--- src/rtl/round_judge.sv ---
// Quiz-round judge: arms on START, watches per-player answer codes, and
// registers the round outcome (winner, draw, all locked out, or timeout).
module round_judge #(
    parameter int NPLAYER = 2,
    parameter int TIMEOUT = 1000,
    parameter int TW      = $clog2(TIMEOUT + 1)
) (
    input  logic                   CLK,
    input  logic                   RST,
    input  logic                   START,
    input  logic [2*NPLAYER-1:0]   ANS,
    input  logic                   ACK,
    output logic                   BUSY,
    output logic                   RESULT_VALID,
    output logic [1:0]             RESULT,
    output logic [NPLAYER-1:0]     WINNER,
    output logic [NPLAYER-1:0]     LOCKOUT,
    output logic [TW-1:0]          TIMER
);

    typedef enum logic [1:0] {
        S_IDLE,
        S_ARMED,
        S_DONE
    } state_t;

    localparam logic [1:0] RES_TIMEOUT = 2'b00;
    localparam logic [1:0] RES_SINGLE  = 2'b01;
    localparam logic [1:0] RES_LOCKED  = 2'b10;
    localparam logic [1:0] RES_DRAW    = 2'b11;

    // The round ends on the edge where TIMER would step onto TIMEOUT.
    localparam logic [TW-1:0] TIMER_LAST = TW'(TIMEOUT - 1);

    state_t               state;
    logic [NPLAYER-1:0]   correct_v;
    logic [NPLAYER-1:0]   wrong_v;
    logic [NPLAYER-1:0]   lockout_next;
    logic                 multi_correct;

    // NOTE: every signal written here gets a default first so no latch is inferred.
    always_comb begin
        correct_v = '0;
        wrong_v   = '0;
        for (int i = 0; i < NPLAYER; i++) begin
            if (!LOCKOUT[i]) begin
                correct_v[i] = (ANS[2*i +: 2] == 2'b01);
                wrong_v[i]   = (ANS[2*i +: 2] == 2'b10);
            end
        end
        lockout_next  = LOCKOUT | wrong_v;
        multi_correct = |(correct_v & (correct_v - NPLAYER'(1)));
    end

    // NOTE: sequential state uses non-blocking assignments so all registers
    // update together from pre-edge values.
    always_ff @(posedge CLK or posedge RST) begin
        if (RST) begin
            state        <= S_IDLE;
            BUSY         <= 1'b0;
            RESULT_VALID <= 1'b0;
            RESULT       <= RES_TIMEOUT;
            WINNER       <= '0;
            LOCKOUT      <= '0;
            TIMER        <= '0;
        end else begin
            case (state)
                S_IDLE: begin
                    if (START) begin
                        state   <= S_ARMED;
                        BUSY    <= 1'b1;
                        RESULT  <= RES_TIMEOUT;
                        WINNER  <= '0;
                        LOCKOUT <= '0;
                        TIMER   <= '0;
                    end
                end

                S_ARMED: begin
                    LOCKOUT <= lockout_next;
                    if (|correct_v) begin
                        state        <= S_DONE;
                        BUSY         <= 1'b0;
                        RESULT_VALID <= 1'b1;
                        WINNER       <= correct_v;
                        RESULT       <= multi_correct ? RES_DRAW : RES_SINGLE;
                    end else if (&lockout_next) begin
                        state        <= S_DONE;
                        BUSY         <= 1'b0;
                        RESULT_VALID <= 1'b1;
                        WINNER       <= '0;
                        RESULT       <= RES_LOCKED;
                    end else begin
                        TIMER <= TIMER + TW'(1);
                        if (TIMER == TIMER_LAST) begin
                            state        <= S_DONE;
                            BUSY         <= 1'b0;
                            RESULT_VALID <= 1'b1;
                            WINNER       <= '0;
                            RESULT       <= RES_TIMEOUT;
                        end
                    end
                end

                S_DONE: begin
                    if (ACK) begin
                        state        <= S_IDLE;
                        RESULT_VALID <= 1'b0;
                    end
                end

                default: begin
                    state        <= S_IDLE;
                    BUSY         <= 1'b0;
                    RESULT_VALID <= 1'b0;
                end
            endcase
        end
    end

endmodule

--- config.mk ---
export PLATFORM = sky130hd
export DESIGN_NAME = round_judge
export DESIGN_NICKNAME = d
export VERILOG_FILES = /design/src/rtl/round_judge.sv
export SDC_FILE = /design/constraint.sdc
export NUM_CORES = 1
export LEC_CHECK = 0
export CAP_MARGIN = 5
export CORE_MARGIN = 8
export CORE_UTILIZATION = 40
export DETAILED_ROUTE_END_ITERATION = 16
export PLACE_DENSITY = 0.66
export SLEW_MARGIN = 0
export SYNTH_ARGS = -nofsm -noshare
export SYNTH_HDL_FRONTEND = slang
export SYNTH_SLANG_ARGS = --single-unit
--- constraint.sdc ---
create_clock -name CLK -period 2.2 [get_ports CLK]
set_clock_uncertainty 0.15 [all_clocks]
set_input_delay 0.44 -clock CLK [delete_from_list [all_inputs] [get_ports CLK]]
set_output_delay 0.44 -clock CLK [all_outputs]
set_load 0.05 [all_outputs]
==> summary.md, run 1 <==
| Metric | Value |
|---|---|
| Register area share after synthesis | `45.05%` |
| Max-Cap Viols | `0` |
| Period utilization | `96.26%` |
| Wire per inst | `14.99 um` |
| FP Rows | `19` |
| Die width | `68.71 um` |
| # IOs | `26` |
| DRT iter0 DRCs | `50` |
| Slowest CP cell | `clkdlybuf4s50_1` |
| Clock power share | `10.4%` |
| Final instance area | `1455 um2` |
| Root Buffer Master | `clkbuf_4` |
| Logic gate share of total power | `54.7%` |
| Synthesized cell area | `1111 um2` |
| Pwr Total | `about 1.7 mW` |
| Setup TNS | `0 ns` |
| Largest net degree at the start of global routing | `21` |
| Largest delay share family, worst path | `buffers and inverters` |
| Die ar. | `4720 um2` |
| Clk buf depth | `2` |
| Max Fanout on Critical Path | `4` |
| EDFF count, synth | `0` |
| Net Switching | `810.3 uW` |
| Fin nets | `162` |
| Syn avg cell area | `9.337 um2` |
| WP buf/inv | `1` |
| Initial Utilization | `between 40 and 50%` |
| Die height | `between 60 and 70 um` |
| IO buf count | `25` |
| Fmax | `472.2 MHz` |
| Synth area leader | `dfrtp_1` |
| Place WS | `-0.1643 ns` |
| Slew headroom | `65.71%` |
| Fin. Hold Viols | `0` |
| Number of setup buffers added after CTS | `0` |
| LEAKAGE | `0.7247 nW` |
| Inserted Diodes | `0` |
| Required time worst endpoint | `~1.6 ns` |
| Clock Latency Late Sink | `~0.30 ns` |
| Post-Synthesis Cells | `119` |
| Global placement routability congestion | `0.8125` |
| Routed Antenna Nets | `0` |
| TritonCTS buffer count | `3` |
| Pint | `866.7 uW` |
| Overall global routing resource usage | `12.52%` |
| Area growth, synth to finish | `30.97%` |
| Layout cells sized above 1 | `14.57%` |
| Final setup viols | `0` |
| RSZ-0062 raised after global routing | `false` |
| Register share of total power | `34.8%` |
| Worst IR drop on VDD | `0.7981 mV` |
| TritonCTS clock tree | `built` |
| Most used flip-flop cell after synthesis | `dfrtp_1` |
| Hold Path Class | `in2async` |
| Post-DP HPWL | `2.038 mm` |
| DRT Pass-1 Iters | `4` |
| Synth top area share | `about 45%` |
| Synth top area cells | `dfrtp_1 (45%), mux2i_1 (5.4%), nand2_1 (5.4%)` |
| First-pass GRT wire length | `4.478 mm` |
| Most instantiated cells after synthesis | `dfrtp_1 (20), nand2_1 (16), o21ai_0 (9)` |
| Status | `completed` |
| CP peak stage delay | `0.82 ns` |
| Grt ovf | `0` |
| Ys Warns | `0` |
| Crit-path cells | `clkdlybuf4s50_1` |
| Synth cell types | `33` |
| Total DRC errors in the routed layout | `0` |
| Worst setup SP type | `flip-flop` |
| Clock transition at path regs | `0.11 ns` |
| Switching Fraction | `48.32%` |
| Worst slew pin tran | `0.5135 ns` |
| PD cells | `1152 nW/um2` |
| # hold bufs at CTS | `0` |
| Min cycle time layout | `2.118 ns` |
| Ys async rst share | `100.0%` |
| CP Class | `reg2out` |
| Routed vias | `970` |
| Syn_nets | `128` |
| FF+latch count, synth | `20` |
| Initial antenna violation count | `0` |
| Top-count cell post-synth | `dfrtp_1` |
| Layout fillers | `256` |
| Final WL | `2.728 mm` |
| Core area | `between 2000 and 3000 um2` |
| Final worst slack | `0.08230 ns` |
| Worst Path Arrival | `around 1.5 ns` |
| H-tree depth | `1` |
| DR vias/cell | `5.330` |
| Clk sink count | `20` |
| Vias in the first global route | `936` |
| Crit. End Element | `output pin` |
| Max Slew Vio Count | `0` |
| Area post-placement | `1423 um2` |
## layout by cell type (no fill, tap or decap), drive strengths merged, types with 6 or more instances in the layout
master / instances
a21oi: 6
buf: 15
clkdlybuf4s50: 15
dfrtp: 20
mux2i: 6
nand2: 16
nand2b: 6
o21ai: 9
## sequential cells by signal, summed over array words and instances, names as in the netlist
signal        cells
WINNER            2
LOCKOUT           2
BUSY              1
state             2
RESULT_VALID      1
TIMER            10
RESULT            2
## power by group through the flow
stage | combinational, mW | clock (mW) | sequential (mW)
floorplan | 0.369 | 0 | 0.841
global placement | 0.914 | 0 | 0.586
detailed placement | 0.924 | 0 | 0.592
CTS | 0.927 | 0.185 | 0.585
global route | 0.983 | 0.207 | 0.604
finish | 0.918 | 0.175 | 0.584
## stage by stage
stage / utilization (%) / hold slack (ns) / instances
3_3_place_gp: 52.96 / 0.3577 / 179
2_1_floorplan: - / 0.2538 / 119
3_5_place_dp: 52.96 / 0.3642 / 179
5_1_grt: 54.17 / 0.3125 / 182
6_report: 54.17 / 0.3028 / 182
4_1_cts: 53.80 / 0.3005 / 182
## what timing repair did
| action | in CTS | in global routing |
|---|---|---|
| setup endpoints to repair | 0 | 4 |
| resized for setup | 0 | 4 |
| hold endpoints to repair | 0 | 0 |
## worst paths after layout
kind                            start         end  slack [ns]  cells past startpoint
setup / recovery             TIMER[8]    TIMER[8]        0.08                      1
hold reg to reg             WINNER[0]   WINNER[0]        0.39                      2
min in group CLK            WINNER[0]   WINNER[0]        0.39                      2
max in group asynchronous         RST  LOCKOUT[0]        1.38                      3
setup reg to reg           LOCKOUT[1]    TIMER[3]        0.40                      3
hold / removal                    RST    TIMER[1]        0.30                      3
## area by class of cell
type / count / area [um2] / area share (%)
Sequential cell: 20 / 500.5 / 34.39
Tap cell: 31 / 38.79 / 2.666
Clock buffer: 3 / 22.52 / 1.548
Inverter: 5 / 18.77 / 1.290
Multi-Input combinational cell: 89 / 561.8 / 38.61
Timing Repair Buffer: 34 / 312.8 / 21.50
## layer usage
layer | GRT usage (%) | vias to the layer above | routed length, um
met5 | 0 | - | 0
met4 | 5.764 | 0 | 20
met3 | 4.200 | 2 | 141
met2 | 19.40 | 20 | 1310
met1 | 15.42 | 454 | 1255
li1 | - | 494 | -
## kinds of logic (layout without fill, tap and decap cells)
kind of cell | after synthesis | count (layout) | synth area share [%]
simple gates | 56 | 56 | 29.40
compound gates | 26 | 26 | 14.64
flops | 20 | 20 | 45.05
buf+inv | 10 | 42 | 4.391
mux | 6 | 6 | 5.406
fa+ha+maj | 1 | 1 | 1.126
Note: power is estimated with default switching activity, not from simulation.
==> inputs of run 2 (changes only) <==
PLACE_DENSITY = default   (was 0.66)
PLACE_DENSITY_LB_ADDON = 0.25   (was default)
==> run 2 against run 1 <==
Against the previous run: clock power up 25%; final cell count increased by 1.6%; maximum frequency decreased by 1.3%; flip-flop and latch count unchanged; setup slack worse by 0.028 ns; utilization up 1.4 points; hold slack lost 0.015 ns; largest power group unchanged.
==> summary.md, run 2 (same netlist as run 1, synthesis figures left out) <==
| Metric | Value |
|---|---|
| Status | `completed` |
| CP Class | `reg2out` |
| Final setup viols | `0 (unchanged)` |
| Largest register FFs | `10 (unchanged)` |
| Worst slew pin tran | `0.5120 ns (-0.001508 ns)` |
| Clk sink count | `20 (unchanged)` |
| Core area | `2686 um2 (unchanged)` |
| Initial antenna violation count | `0 (unchanged)` |
| PD cells | `1163 nW/um2 (+0.88%)` |
| R2R setup slack | `0.43 ns (+0.03 ns)` |
| Largest delay share family, worst path | `buffers and inverters` |
| Final WL | `2.716 mm (-0.44%)` |
| Overall global routing resource usage | `12.02% (-0.50 points)` |
| Vias in the first global route | `959 (+2.5%)` |
| Min cycle time layout | `2.146 ns (+0.02789 ns)` |
| DRT Pass-1 Iters | `4 (unchanged)` |
| Die height | `68.71 um (unchanged)` |
| Clock transition at path regs | `0.12 ns (about the same)` |
| Largest reg by FF count | `TIMER` |
| Clock Latency Late Sink | `0.31 ns (about the same)` |
| IO buf count | `25 (unchanged)` |
| Root Buffer Master | `clkbuf_4` |
| Clk buf depth | `2 (unchanged)` |
| WP buf/inv | `1 (unchanged)` |
| # IOs | `26 (unchanged)` |
| Worst R2R Path Depth | `5 (+2)` |
| Max Slew Vio Count | `0 (unchanged)` |
| Initial Utilization | `41.36% (unchanged)` |
| Grt ovf | `0 (unchanged)` |
| Max Fanout on Critical Path | `5 (+1)` |
| Max-Cap Viols | `0 (unchanged)` |
| Largest net degree at the start of global routing | `21 (unchanged)` |
| Clock power share | `12.7% (+2.3 points)` |
| H-tree depth | `1 (unchanged)` |
| Pwr Total | `1.734 mW (+3.4%)` |
| Pint | `911.3 uW (+5.1%)` |
| Commonest non-fill, non-tap cell in the layout | `dfrtp_1` |
| TritonCTS clock tree | `built` |
| Area growth, synth to finish | `34.23%` |
| # hold bufs at CTS | `0 (unchanged)` |
| Switching Fraction | `47.44% (-0.88 points)` |
| LEAKAGE | `0.7513 nW (+3.7%)` |
| Register share of total power | `33.9% (-0.9 points)` |
| M1 WL | `1.280 mm (+2.0%)` |
| Reg2reg start | `TIMER[0]` |
| Commonest cells after routing, fill and taps aside | `dfrtp_1 (20), nand2_1 (16), clkdlybuf4s50_1 (16)` |
| Crit-path cells | `clkdlybuf4s50_1` |
| TritonCTS buffer count | `3 (unchanged)` |
| Global placement routability congestion | `0.8174 (+0.60%)` |
| RSZ-0062 raised after global routing | `false` |
| Slew headroom | `65.81% (+0.10 points)` |
| Total DRC errors in the routed layout | `0 (unchanged)` |
| First-pass GRT wire length | `4.422 mm (-1.3%)` |
| Die width | `68.71 um (unchanged)` |
| Setup TNS | `0 ns (unchanged)` |
| Post-DP HPWL | `2.075 mm (+1.8%)` |
| Net Switching | `822.6 uW (+1.5%)` |
| WL met3 | `201 um (+43%)` |
| Crit. End Element | `output pin` |
| Worst IR drop on VDD | `0.9238 mV (+16%)` |
| Area post-placement | `1443 um2 (+1.4%)` |
| Required time worst endpoint | `1.61 ns (about the same)` |
| CP peak stage delay | `0.83 ns (about the same)` |
| Met2 wire length | `1.208 mm (-7.8%)` |
| Top layer in use | `met4` |
| Wire per inst | `14.68 um (-2.1%)` |
| Worst Path Arrival | `1.56 ns (+0.03 ns)` |
| Period utilization | `97.53% (+1.3 points)` |
| Layout fillers | `238 (-7.0%)` |
| Routed Antenna Nets | `0 (unchanged)` |
| Fin nets | `164 (+1.2%)` |
| Final instance area | `1491 um2 (+2.5%)` |
| DRT iter0 DRCs | `87 (+74%)` |
| Worst setup SP type | `flip-flop` |
| Routed vias | `1023 (+5.5%)` |
| Fmax | `466.1 MHz (-1.3%)` |
| Die ar. | `4720 um2 (unchanged)` |
| Logic gate share of total power | `53.5% (-1.2 points)` |
| Slowest CP cell | `clkdlybuf4s50_1` |
| Hold Path Class | `in2async` |
| DR vias/cell | `5.530 (+3.8%)` |
| Fin. Hold Viols | `0 (unchanged)` |
| FP Rows | `19 (unchanged)` |
| Reg-to-Reg End | `BUSY` |
| Layout cells sized above 1 | `14.94% (+0.37 points)` |
| Inserted Diodes | `0 (unchanged)` |
[run 2: what timing repair did]
item / CTS / global route
buffers inserted: 0 / 0
endpoints found under the hold margin: 0 / 0
gates resized for setup: 0 / 5
endpoints found under the setup margin: 0 / 5
[run 2: cell type report]
class / instances / area (um2) / share of cell area [%]
multi-input cells: 89 / 561.8 / 37.67
flip-flops and latches: 20 / 500.5 / 33.56
well taps: 31 / 38.79 / 2.601
inverters: 5 / 18.77 / 1.258
repair buffers: 36 / 335.3 / 22.48
clock buffers: 4 / 36.28 / 2.433
[run 2: stage by stage]
step | hold WS, ns | worst slack, ns | utilization (%) | instances
2_1_floorplan | 0.2538 | 0.2504 | - | 119
3_3_place_gp | 0.3549 | -0.08258 | 53.70 | 181
4_1_cts | 0.2990 | 0.01056 | 55.05 | 185
3_5_place_dp | 0.3774 | -0.1054 | 53.70 | 181
6_report | 0.2875 | 0.05441 | 55.52 | 185
5_1_grt | 0.3340 | 0.009745 | 55.52 | 185
[run 2: power by group through the flow]
stage | registers [mW] | clock network, mW | logic (mW)
global route | 0.607 | 0.235 | 0.997
global placement | 0.586 | 0 | 0.921
detailed placement | 0.592 | 0 | 0.941
CTS | 0.587 | 0.223 | 0.942
finish | 0.587 | 0.219 | 0.927
floorplan | 0.841 | 0 | 0.369
[run 2: worst max path at each step]
stage / slack (ns) / to / start / cells after the start
2_1_floorplan: 0.25 / TIMER[8] / TIMER[0] / 5
3_3_place_gp: -0.08 / TIMER[3] / ANS[2] / 5
6_report: 0.05 / TIMER[7] / TIMER[7] / 1
5_1_grt: 0.01 / TIMER[8] / TIMER[8] / 1
3_5_place_dp: -0.11 / TIMER[3] / ANS[2] / 5
4_1_cts: 0.01 / LOCKOUT[0] / LOCKOUT[0] / 1
[run 2: metal layers]
metal | global-route usage, % | vias up
met3 | 3.716 | 5
met4 | 3.008 | 0
met2 | 18.00 | 27
met5 | 0 | -
li1 | - | 501
met1 | 16.51 | 490
[run 2: worst register-to-register path, stage by stage (launching register included)]
cell and delay [ns]:
dfrtp_1 0.44, ha_1 0.25, nand4b_1 0.09, or3_1 0.12, nand3_1 0.22, o311ai_0 0.38
==> inputs of run 3 (changes only) <==
clock period = 2.5 ns   (was 2.2 ns; I/O delays follow)
==> run 3 against run 2 <==
Against the previous run: clock power down 14%; utilization decreased by 2.6 points; critical endpoint is now TIMER[3]; count of clock-buffer cells in the layout stayed put.
==> summary.md, run 3 (same netlist as run 1, synthesis figures left out) <==
| Metric | Value |
|---|---|
| Hold Path Class | `in2async` |
| Layout cells sized above 1 | `6.897% (-8.0 points)` |
| Crit-path cells | `clkdlybuf4s50_1` |
| Area taken by multi-input logic gates | `561.8 um2 (unchanged)` |
| Die height | `68.71 um (unchanged)` |
| Clk buf depth | `2 (unchanged)` |
| Switching Fraction | `47.90% (+0.46 points)` |
| Period utilization | `90.19%` |
| Global placement routability congestion | `0.8000 (-2.1%)` |
| Post-DP HPWL | `1.999 mm (-3.6%)` |
| Hold_ws | `0.3581 ns (+0.07054 ns)` |
| Pwr Total | `1.482 mW (-15%)` |
| Final instance area | `1421 um2 (-4.7%)` |
| Fin. Hold Viols | `0 (unchanged)` |
| DRT Pass-1 Iters | `4 (unchanged)` |
| Area post-placement | `1385 um2 (-4.0%)` |
| Largest reg by FF count | `TIMER` |
| Clock transition at path regs | `0.12 ns (about the same)` |
| Logic gate share of total power | `52.6% (-0.9 points)` |
| Register share of total power | `34.7% (+0.8 points)` |
| Vias in the first global route | `986 (+2.8%)` |
| Post-CTS Resized | `0 (unchanged)` |
| Largest net degree at the start of global routing | `21 (unchanged)` |
| Die width | `68.71 um (unchanged)` |
| Overall global routing resource usage | `12.31% (+0.29 points)` |
| Area growth, synth to finish | `27.93%` |
| Inserted Diodes | `0 (unchanged)` |
| Layout fillers | `259 (+8.8%)` |
| Net Switching | `709.9 uW (-14%)` |
| DR vias/cell | `5.523 (-0.13%)` |
| Initial antenna violation count | `0 (unchanged)` |
| CP Class | `reg2out` |
| PD cells | `1043 nW/um2 (-10%)` |
| Fmax | `about 440 MHz` |
| Clock power share | `12.7% (about the same)` |
| TritonCTS clock tree | `built` |
| H-tree depth | `1 (unchanged)` |
| Die ar. | `4720 um2 (unchanged)` |
| LEAKAGE | `0.6221 nW (-17%)` |
| Required time worst endpoint | `1.85 ns (+0.24 ns)` |
| Max-Cap Viols | `0 (unchanged)` |
| Status | `completed` |
| Number of setup buffers added after CTS | `0 (unchanged)` |
| Final WL | `2.671 mm (-1.7%)` |
| Commonest cells after routing, fill and taps aside | `clkdlybuf4s50_1 (25), dfrtp_1 (20), nand2_1 (16)` |
| First-pass GRT wire length | `4.567 mm (+3.3%)` |
| Max Slew Vio Count | `0 (unchanged)` |
| Grt ovf | `0 (unchanged)` |
| # hold bufs at CTS | `0 (unchanged)` |
| Routed vias | `972 (-5.0%)` |
| Root Buffer Master | `clkbuf_4` |
| Fin nets | `155 (-5.5%)` |
| Largest register FFs | `10 (unchanged)` |
| Slowest CP cell | `clkdlybuf4s50_1` |
| Clock Latency Late Sink | `0.30 ns (about the same)` |
| Clk sink count | `20 (unchanged)` |
| Routed Antenna Nets | `0 (unchanged)` |
| Largest delay share family, worst path | `buffers and inverters` |
| Total DRC errors in the routed layout | `0 (unchanged)` |
| # IOs | `26 (unchanged)` |
| Slew headroom | `65.90% (+0.085 points)` |
| RSZ-0062 raised after global routing | `false` |
| FP Rows | `19 (unchanged)` |
| IO buf count | `25 (unchanged)` |
| Worst Path Arrival | `1.60 ns (+0.04 ns)` |
| Setup TNS | `0 ns (unchanged)` |
| Final setup viols | `0 (unchanged)` |
| Worst IR drop on VDD | `0.6536 mV (-29%)` |
| Sequential cell area | `500.5 um2 (unchanged)` |
| DRT iter0 DRCs | `63 (-28%)` |
| Crit. End Element | `output pin` |
| WP buf/inv | `1 (unchanged)` |
| Pint | `772.1 uW (-15%)` |
| Wire per inst | `15.18 um (+3.4%)` |
| Worst slew pin tran | `0.5100 ns (-0.002031 ns)` |
| TritonCTS buffer count | `3 (unchanged)` |
| Worst setup SP type | `flip-flop` |
| Min cycle time layout | `2.255 ns` |
| CP peak stage delay | `0.85 ns (+0.02 ns)` |
| Max Fanout on Critical Path | `6 (+1)` |
| Commonest non-fill, non-tap cell in the layout | `clkdlybuf4s50_1` |
| Core area | `2686 um2 (unchanged)` |
| Initial Utilization | `41.36% (unchanged)` |
## run 3: tightest hold or removal path, stage by stage
cell and delay, ns:
clkdlybuf4s50_1 0.39, inv_1 0.05, buf_4 0.26
## run 3: metrics by stage
stage                     setup slack (ns)  util [%]  std cells
after floorplan                     0.5504         -        119
after global placement              0.1204     51.56        172
after detailed placement           0.05601     51.56        172
after CTS                           0.2380     52.91        176
after global routing                0.2027     52.91        176
final                               0.2452     52.91        176
## run 3: area by class of cell
class	instances	share of cell area [%]
repair buffers	27	18.66
clock buffers	4	2.553
multi-input cells	89	39.52
flip-flops and latches	20	35.21
well taps	31	2.729
inverters	5	1.320
## run 3: layer usage
layer	up-vias	wire length (um)	share of wire (%)	GRT usage, %
li1	483	-	-	-
met1	465	1258	47	16.75
met2	22	1221	46	18.35
met3	2	175	6.6	3.393
met4	0	17	0.64	4.261
met5	-	0	0	0
## run 3: worst paths after layout
path	startpoint	slack (ns)	endpoint	cells after the start
max in group asynchronous	RST	1.63	TIMER[0]	3
setup / recovery	TIMER[3]	0.25	TIMER[3]	1
hold / removal	RST	0.36	RESULT_VALID	3
setup reg to reg	LOCKOUT[0]	0.61	TIMER[3]	4
hold reg to reg	WINNER[0]	0.40	WINNER[0]	2
min in group CLK	WINNER[0]	0.40	WINNER[0]	2
## run 3: power groups by stage
stage	Sequential, mW	Combinational, mW	Clock (mW)
2_1_floorplan	0.740	0.325	0
3_3_place_gp	0.517	0.773	0
3_5_place_dp	0.522	0.787	0
4_1_cts	0.515	0.788	0.195
5_1_grt	0.531	0.839	0.207
6_report	0.514	0.780	0.188
